<file path="src/rtl/cpu_ctrl_pkg.sv">
// cpu_ctrl_pkg: shared state and next-PC select encodings for pipeline control.
package cpu_ctrl_pkg;
    localparam int REG_ADDR_WIDTH_DEF = 5;
    typedef enum logic {ST_RUN = 1'b0, ST_DISCARD = 1'b1} state_t;
    localparam logic [1:0] SEL_PC4 = 2'b00;
    localparam logic [1:0] SEL_JAL = 2'b01;
    localparam logic [1:0] SEL_BR  = 2'b10;
endpackage

</file>
<file path="src/rtl/load_use_detect.sv">
// load_use_detect: flags an ID instruction reading the destination of a load in EX.
module load_use_detect #(
    parameter int REG_ADDR_WIDTH = cpu_ctrl_pkg::REG_ADDR_WIDTH_DEF
) (
    input  logic [REG_ADDR_WIDTH-1:0] rs1_ID,
    input  logic [REG_ADDR_WIDTH-1:0] rs2_ID,
    input  logic                      uses_rs1_ID,
    input  logic                      uses_rs2_ID,
    input  logic [REG_ADDR_WIDTH-1:0] rd_EX,
    input  logic                      mem_read_EX,
    output logic                      lu
);
    assign lu = mem_read_EX && (rd_EX != '0) &&
                ((uses_rs1_ID && rs1_ID == rd_EX) || (uses_rs2_ID && rs2_ID == rd_EX));
endmodule

</file>
<file path="src/rtl/pipeline_hazard_ctrl.sv">
// pipeline_hazard_ctrl: stall/flush sequencer with stale-fetch discard tracking.
// Optional performance counters enabled by HAZARD_PERF_CNT_EN.
module pipeline_hazard_ctrl
    import cpu_ctrl_pkg::*;
#(
    parameter int REG_ADDR_WIDTH = REG_ADDR_WIDTH_DEF,
    parameter int PERF_CNT_WIDTH = 32
) (
    input  logic                      cpu_clk,
    input  logic                      cpu_rst,
    input  logic [REG_ADDR_WIDTH-1:0] rs1_ID,
    input  logic [REG_ADDR_WIDTH-1:0] rs2_ID,
    input  logic                      uses_rs1_ID,
    input  logic                      uses_rs2_ID,
    input  logic [REG_ADDR_WIDTH-1:0] rd_EX,
    input  logic                      mem_read_EX,
    input  logic                      branch_taken_EX,
    input  logic                      jal_ID,
    input  logic                      imem_rsp_valid,
    input  logic                      dmem_busy,
    output logic                      stall_PC,
    output logic                      stall_IF_ID,
    output logic                      flush_IF_ID,
    output logic                      stall_ID_EX,
    output logic                      flush_ID_EX,
    output logic                      stall_EX_MEM,
    output logic [1:0]                redirect_sel,
    output logic                      discard_o,
    output logic [PERF_CNT_WIDTH-1:0] stall_cnt,
    output logic [PERF_CNT_WIDTH-1:0] flush_cnt
);
    state_t state, state_nxt;
    logic   lu;

    load_use_detect #(.REG_ADDR_WIDTH(REG_ADDR_WIDTH)) u_lu (
        .rs1_ID      (rs1_ID),
        .rs2_ID      (rs2_ID),
        .uses_rs1_ID (uses_rs1_ID),
        .uses_rs2_ID (uses_rs2_ID),
        .rd_EX       (rd_EX),
        .mem_read_EX (mem_read_EX),
        .lu          (lu)
    );

    always_comb begin
        stall_PC     = 1'b0;
        stall_IF_ID  = 1'b0;
        flush_IF_ID  = 1'b0;
        stall_ID_EX  = 1'b0;
        flush_ID_EX  = 1'b0;
        stall_EX_MEM = 1'b0;
        redirect_sel = SEL_PC4;
        state_nxt    = state;
        if (cpu_rst) begin
            stall_PC    = 1'b1;
            flush_IF_ID = 1'b1;
            flush_ID_EX = 1'b1;
        end else if (dmem_busy) begin
            stall_PC     = 1'b1;
            stall_IF_ID  = 1'b1;
            stall_ID_EX  = 1'b1;
            stall_EX_MEM = 1'b1;
        end else if (branch_taken_EX) begin
            flush_IF_ID  = 1'b1;
            flush_ID_EX  = 1'b1;
            redirect_sel = SEL_BR;
            state_nxt    = imem_rsp_valid ? ST_RUN : ST_DISCARD;
        end else if (state == ST_DISCARD) begin
            // a response arriving now belongs to the abandoned fetch
            stall_PC    = 1'b1;
            flush_IF_ID = 1'b1;
            state_nxt   = imem_rsp_valid ? ST_RUN : ST_DISCARD;
        end else if (lu) begin
            stall_PC    = 1'b1;
            stall_IF_ID = 1'b1;
            flush_ID_EX = 1'b1;
        end else if (jal_ID) begin
            flush_IF_ID  = 1'b1;
            redirect_sel = SEL_JAL;
            state_nxt    = imem_rsp_valid ? ST_RUN : ST_DISCARD;
        end else if (!imem_rsp_valid) begin
            stall_PC    = 1'b1;
            flush_IF_ID = 1'b1;
        end
    end

    always_ff @(posedge cpu_clk or posedge cpu_rst)
        if (cpu_rst) state <= ST_RUN;
        else         state <= state_nxt;

    assign discard_o = (state == ST_DISCARD);

`ifdef HAZARD_PERF_CNT_EN
    always_ff @(posedge cpu_clk or posedge cpu_rst)
        if (cpu_rst) begin
            stall_cnt <= '0;
            flush_cnt <= '0;
        end else begin
            if (stall_PC && !(&stall_cnt)) stall_cnt <= stall_cnt + 1'b1;
            if (flush_IF_ID && !(&flush_cnt)) flush_cnt <= flush_cnt + 1'b1;
        end
`else
    assign stall_cnt = '0;
    assign flush_cnt = '0;
`endif
endmodule

</file>
<file path="config.mk">
export PLATFORM = sky130hd
export DESIGN_NAME = pipeline_hazard_ctrl
export DESIGN_NICKNAME = d
export VERILOG_FILES = /design/src/rtl/cpu_ctrl_pkg.sv /design/src/rtl/load_use_detect.sv /design/src/rtl/pipeline_hazard_ctrl.sv
export SDC_FILE = /design/constraint.sdc
export NUM_CORES = 1
export LEC_CHECK = 0
export BUFFER_PORTS_ARGS = -buffer_cell sky130_fd_sc_hd__buf_4
export CAP_MARGIN = 20
export CELL_PAD_IN_SITES_DETAIL_PLACEMENT = 2
export CELL_PAD_IN_SITES_GLOBAL_PLACEMENT = 2
export CORE_UTILIZATION = 16
export CTS_CLUSTER_DIAMETER = 60
export DETAILED_ROUTE_END_ITERATION = 10
export PLACE_DENSITY = 0.95
export SETUP_SLACK_MARGIN = 0.4
export SLEW_MARGIN = 20
export SYNTH_ARGS = -nofsm -noshare
export SYNTH_HDL_FRONTEND = slang
export SYNTH_SLANG_ARGS = --single-unit
</file>
<file path="constraint.sdc">
create_clock -name cpu_clk -period 4.85 [get_ports cpu_clk]
set_clock_uncertainty 0.2 [all_clocks]
set_input_delay 1.455 -clock cpu_clk [delete_from_list [all_inputs] [get_ports cpu_clk]]
set_output_delay 1.455 -clock cpu_clk [all_outputs]
set_load 0.05 [all_outputs]
</file>
# --- After elaboration in Yosys (flattened, before gate mapping) ---
# Cells that the tools add are included.
totals:
  ff_bits: 1
  input_bits: 24
  out_inout_bits: 73
  wordCells: 45
op_classes:
  eq_ne: 2
  muxes: 33
  n_bitwise: 2
  n_reduce_logical: 7
op_table:
  columns: ["op", "count"]
  rows:
  - ["$mux W1", 30]
  - ["$eq A5 B5 Y1", 2]
  - ["$mux W2", 3]
  - ["$reduce_bool A5 Y1", 1]
  - ["$logic_and A1 B1 Y1", 4]
  - ["$not A1 Y1", 2]
  - ["$reduce_and A2 Y1", 1]
  - ["$logic_or A1 B1 Y1", 1]

# --- Depth between registers and ports, before layout ---
# Gate-level depths: netlist of the first run.
depth:
  word_depth: 9
  depth_mapped: 4

# --- By module ---
# A second synthesis of the first run with hierarchy kept.
hier_totals:
  cells_unflattened: 105
  area_unflattened_um2: 763.2
modules_own_cells:
  columns: ["mod", "n_inst", "cells_per_inst", "area_each_um2"]
  rows:
  - ["pipeline_hazard_ctrl", 1, 88, 629.4]
  - ["load_use_detect", 1, 17, 133.9]

# --- Worst setup path after synthesis of the first run ---
# No wires, ideal clock.
synth_timing:
  kind: "input to output"
  startpoint: "input rd_EX[2]"
  endpoint: "output flush_ID_EX"
  arrival_ns: 3.114
  slack_ns: 0.081
  stages: 4
  path_cell_list: "xor2_1 > nor4_2 > a32oi_2 > o41ai_2"
synth_between:
  elab_chain_len: 9
  word_cells_on_any_way: 13
  classes_between: "eq/ne: 2; mux: 5; reduce/logical: 6"
synth_rtl:
  columns: ["element", "line", "source"]
  rows:
  - ["start: declaration", "pipeline_hazard_ctrl.sv:15", "input logic [REG_ADDR_WIDTH-1:0] rd_EX,"]
  - ["$eq A5 B5 Y1", "load_use_detect.sv:14", "((uses_rs1_ID && rs1_ID == rd_EX) || (uses_rs2_ID && rs2_ID == rd_EX));"]
  - ["$logic_and A1 B1 Y1", "load_use_detect.sv:14", null]
  - ["$logic_or A1 B1 Y1", "load_use_detect.sv:14", null]
  - ["$logic_and A1 B1 Y1 *", "load_use_detect.sv:13", "assign lu = mem_read_EX && (rd_EX != '0) &&"]
  - ["$mux W1 *", "pipeline_hazard_ctrl.sv:73", "end else if (lu) begin"]
  - ["$mux W1 *", "pipeline_hazard_ctrl.sv:68", "end else if (state == ST_DISCARD) begin"]
  - ["$mux W1 *", "pipeline_hazard_ctrl.sv:63", "end else if (branch_taken_EX) begin"]
  - ["$mux W1 *", "pipeline_hazard_ctrl.sv:58", "end else if (dmem_busy) begin"]
  - ["$mux W1 *", "pipeline_hazard_ctrl.sv:54", "if (cpu_rst) begin"]
  - ["end: declaration", "pipeline_hazard_ctrl.sv:25", "output logic flush_ID_EX,"]
# Mark *: on every way between the ends. The rest lies on a longest branch, timed or not.

# --- Final worst setup path of the first run ---
layout_timing:
  startpoint: "input rs2_ID[2]"
  endpoint: "output stall_PC"
layout_between:
  elab_chain_len: 9
layout_rtl:
  columns: ["element", "line", "source"]
  rows:
  - ["start: declaration", "pipeline_hazard_ctrl.sv:12", "input logic [REG_ADDR_WIDTH-1:0] rs2_ID,"]
  - ["$eq A5 B5 Y1", "load_use_detect.sv:14", null]
  - ["$logic_and A1 B1 Y1", "load_use_detect.sv:14", null]
  - ["$logic_or A1 B1 Y1", "load_use_detect.sv:14", null]
  - ["$logic_and A1 B1 Y1", "load_use_detect.sv:13", null]
  - ["$mux W1", "pipeline_hazard_ctrl.sv:73", null]
  - ["$mux W1", "pipeline_hazard_ctrl.sv:68", null]
  - ["$mux W1", "pipeline_hazard_ctrl.sv:63", null]
  - ["$mux W1", "pipeline_hazard_ctrl.sv:58", null]
  - ["$mux W1", "pipeline_hazard_ctrl.sv:54", null]
  - ["end: declaration", "pipeline_hazard_ctrl.sv:21", "output logic stall_PC,"]
# Every way passes these cells.

==> metrics.yaml, run 1 <==
power_uw: 198
antenna_found_initial: 0
layout_commonest_cell: "conb_1"
critical_path.cell_chain: "buf_6, xor2_1, nor4_2, a32oi_2, o311ai_2, buf_6"
synth_top_area_share_pct: 59.6
finalSetupViolCount: 0
ir_worst_vdd_mv: 0.0372
dp_hpwl_um: 1770
period_needed_ps: 4450
drtAntennaViolNets: 0
clk_latency_ps: 0
grt_pass1_vias: 551
maxSlewViolCount: 0
synthMuxAreaShare_pct: 0
wl_um: 1910
power_frac_seq_pct: 6.8
initial_utilization_pct: 17.0
fmax_mhz: 225
wire_per_inst_um: 9.46
power.internal_uw: 43.5
synth_seq_cells: 1
worst_hold_path_type: "reg2reg"
fin_nets: 161
numPortBuffers: 32
first_pass_iters: 2
fillers: 607
largest_register_ffs: 1
crit_path_start_kind: "input port"
synth_top_family_by_area: "buffers and inverters"
worstSetupPathType: "in2out"
finalSetupTns_ps: 0
status: "finished, final reports clean"
hold_viol: 0
fin_cells: 202
final_cell_mix: "conb_1, buf_4, xor2_1"
grt_start_max_net_pins: 7
n_antenna_cell: 0
fp.coreArea_um2: 4820
max_cap_viol_count: 0
slowest_delay_ps: 330
gp_congestion: 0.648
synthCells: 104
ys_types: 24
grt_pass1_wl_um: 2680
areaGrowthSynthToFinish_pct: 16.5
p_clk_share_pct: 0
drive_above_1_share_pct: 30.4
dp_cells: 201
rows: 25
p_per_area_nw_per_um2: 208
dieArea_um2: 5400
required_ps: 3190
top_level_ports: 97
synth_compound_area_share_pct: 15.6
fin_area_um2: 953
postPlaceCellArea_um2: 902
chipHeight_um: 73.5
synth_top_cell_by_area: "buf_4"
p_leak_uw: 0.000500
vias: 605
synth_xor_area_share_pct: 10.7
endpoint_kind: "output port"
globalRouteTotalUtil_pct: 6.09
arrival_ps: 2790
crit_top_cell: "buf_6"
syn_area_per_cell_um2: 7.87
synth_fa_ha_area_share_pct: 0
sw_frac_of_total_pct: 78.0
post-route-period-util_pct: 91.7
drcViolationCount: 0
die_w_um: 73.5
worstPathMaxFanout: 6
switchingPower_uw: 154
synthSimpleGateAreaFrac_pct: 9.17
async_flop_share_pct: 100
synth-seq-area-share_pct: 3.06
synthTopCellsByArea: "buf_4, xor2_1, dfrtp_1"
syn_area_um2: 818
utilization_pct: 19.8
drtIter0Drc: 1
yosys_warnings: 0
viasPerCell: 3.00
path_clk_slew_ps: 0
synth-edff-count: 0
rsz0062_at_grt: "yes"
p_comb_share_pct: 93.2
cp_slowest_cell: "nor4_2"
synthFlopType: "dfrtp_1"
overflow: 0
worst max-delay path, delay by kind of cell:
kind	cells	cell delay, ps
buf+inv	2	290
xor+xnor	1	160
simple gates	1	330
compound gates	2	560
power groups by stage:
| stage | clock network [uW] | registers [uW] | logic (uW) |
|---|---|---|---|
| global route | 0 | 13.9 | 192 |
| global placement | 0 | 13.3 | 177 |
| finish | 0 | 13.5 | 184 |
| CTS | 0 | 13.6 | 183 |
| detailed placement | 0 | 13.6 | 179 |
| floorplan | 0 | 17.7 | 183 |
area by class of cell:
type / count / area (um^2) / area share (%)
flip-flops and latches: 1 / 25.0 / 2.62
well taps: 67 / 83.8 / 8.79
repair buffers: 33 / 278 / 29.1
multi-input cells: 98 / 556 / 58.3
inverters: 3 / 11.3 / 1.18
final timing paths:
check / slack, ps / end / startpoint / cells after the start
worst min-delay path: 580 / discard_o / discard_o / 2
worst min register to register: 580 / discard_o / discard_o / 2
worst max-delay path: 400 / stall_PC / rs2_ID[2] / 6
max in group asynchronous: 3160 / discard_o / cpu_rst / 2
worst max register to register: 3510 / discard_o / discard_o / 2
min in group asynchronous: 1160 / discard_o / cpu_rst / 2
metal layers:
metal	global-route usage, %	routed length, um	share of wire [%]
met4	0	0	0
met3	0.412	194	10
met5	0	0	0
met2	12.3	983	51
met1	7.28	732	38
timing repair:
item / in CTS / in global routing
gates resized for setup: 9 / 1
hold buffers: 0 / 0
buffers inserted: 1 / 0
pin swaps: 6 / 3
setup endpoints to repair: 5 / 5
hold endpoints to repair: 0 / 0
kinds of logic after synthesis:
group | after synthesis
xor+xnor | 10
simple gates | 12
flops | 1
buf+inv | 68
compound gates | 12
other cells | 1
cells in the mapped netlist, types with 2 or more instances:
cell	count
buf_4	65
xor2_1	8
nor2_1	5
inv_1	3
and2_1	2
o21a_1	2
xnor2_1	2
through the flow:
step | hold slack (ps) | worst slack, ps
2_1_floorplan | 745 | 253
3_3_place_gp | 563 | 193
3_5_place_dp | 596 | 225
4_1_cts | 589 | 347
5_1_grt | 616 | 273
6_report | 579 | 400
Power figures use the tool's default switching activity.
==> inputs of run 2 (changes only) <==
--- a/config.mk
+++ b/config.mk
@@ -9,6 +9,7 @@
 export CAP_MARGIN = 20
 export CELL_PAD_IN_SITES_DETAIL_PLACEMENT = 2
 export CELL_PAD_IN_SITES_GLOBAL_PLACEMENT = 2
+export CORE_ASPECT_RATIO = 0.7
 export CORE_UTILIZATION = 16
 export CTS_CLUSTER_DIAMETER = 60
 export DETAILED_ROUTE_END_ITERATION = 10
==> run 2 against run 1 <==
Net effect:
- register-to-register slack hardly changed
- cell count is 2.0% higher
- core utilization is 0.81 points higher
- total power is 1.9% higher
- maximum frequency is 0.71% higher
- largest power group unchanged
==> metrics.yaml, run 2 (synthesis gave the netlist of run 1 again) <==
hp-start: "discard_o"
worstReg2RegEnd: "discard_o"
endpoint_kind: "output port"
required_ps: 3190  # about the same
hold_viol: 0  # unchanged
drtIter0Drc: 5  # +4
grt_start_max_net_pins: 7  # unchanged
fp.coreArea_um2: 4830  # +0.36%
clk_latency_ps: 0  # unchanged
areaGrowthSynthToFinish_pct: 21.7
fin_nets: 163  # +1.2%
ir_worst_vdd_mv: 0.0325  # -13%
wire_per_inst_um: 9.93  # +5.0%
antenna_found_initial: 0  # unchanged
chipHeight_um: 61.8  # -16%
crit_path_start_kind: "input port"
status: "finished, final reports clean"
crit_start: "rd_EX[4]"
rows: 21  # -16%
largest_register_ffs: 1  # unchanged
top_level_ports: 97  # unchanged
ff2ff_path_depth: 2  # unchanged
utilization_pct: 20.6  # +0.81 points
die_w_um: 87.5  # +19%
dieArea_um2: 5410  # about the same
wl_um: 2050  # +7.1%
finalSetupTns_ps: 0  # unchanged
p_leak_uw: 0.000514  # +2.8%
p_per_area_nw_per_um2: 202  # -2.5%
finalSetupViolCount: 0  # unchanged
period_needed_ps: 4420  # -31.4 ps
vias: 586  # -3.1%
post-route-period-util_pct: 91.1  # -0.65 points
gp_congestion: 0.744  # +15%
max_cap_viol_count: 0  # unchanged
r2r-start: "discard_o"
whs_endpoint: "discard_o"
maxSlewViolCount: 0  # unchanged
rsz0062_at_grt: "yes"
path_clk_slew_ps: 0  # unchanged
worstSetupPathType: "in2out"
worst_hold_path_type: "reg2reg"
layout_commonest_cell: "conb_1"
overflow: 0  # unchanged
globalRouteTotalUtil_pct: 6.12  # +0.033 points
drcViolationCount: 0  # unchanged
numPortBuffers: 32  # unchanged
arrival_ps: 2760  # -30 ps
grt_pass1_vias: 511  # -7.3%
ff2ff_setup_slack_ps: 3520  # about the same
viasPerCell: 2.84  # -5.0%
first_pass_iters: 2  # unchanged
fmax_mhz: 226  # +0.71%
worstHoldPathCells: 2  # unchanged
dp_hpwl_um: 1800  # +1.6%
cts_hold_buf: 0  # unchanged
drtAntennaViolNets: 0  # unchanged
n_antenna_cell: 0  # unchanged
worstPathMaxFanout: 4  # -2
drive_above_1_share_pct: 33.6  # +3.2 points
grt_pass1_wl_um: 2620  # -2.1%
final_cell_mix: "conb_1, buf_4, buf_6"
initial_utilization_pct: 16.9  # -0.062 points
-- run 2: worst max-delay path by stage --
stage	to	slack [ps]	cells after the start
floorplan	stall_PC	250	4
global placement	flush_ID_EX	340	6
detailed placement	flush_ID_EX	300	6
CTS	flush_ID_EX	390	6
global route	flush_IF_ID	380	7
finish	flush_IF_ID	430	6
-- run 2: per-layer routing --
layer  wire [um]  GRT usage [%]
met1         662           6.59
met3          92              0
met5           0              0
met2        1290           14.3
met4           0              0
-- run 2: worst max-delay path, stage by stage --
cell      delay, ps
buf_4           130
or4_4           520
o21ai_4         180
nand3b_1        170
o21a_1          150
buf_6           160
-- run 2: cell type report --
cell class / instances / area (um^2)
fillers: 614 / 3840
multi-input cells: 98 / 577
repair buffers: 35 / 297
well taps: 69 / 86.3
flip-flops and latches: 1 / 25.0
inverters: 3 / 11.3
-- run 2: timing repair --
item	CTS	global route
buffers inserted	3	0
pin swaps	5	9
hold endpoints to repair	0	0
resized for setup	6	8
setup endpoints to repair	5	4
-- run 2: stage by stage --
step | cell area, um^2 | std cells | setup WS [ps] | hold WS [ps] | power [uW]
after floorplan | 1070 | 167 | 253 | 745 | 200
after global placement | 905 | 203 | 336 | 561 | 190
after detailed placement | 905 | 203 | 297 | 592 | 192
after CTS | 955 | 206 | 394 | 592 | 197
after global routing | 996 | 206 | 375 | 600 | 211
final | 996 | 206 | 432 | 560 | 202
-- run 2: report_power, final --
part / internal (uW) / switching (uW) / leakage, uW
clock network: 0 / 0 / 0
logic: 35.7 / 153 / 0.000502
registers: 9.96 / 3.28 / 0.0000121
total: 45.6 / 156 / 0.000514
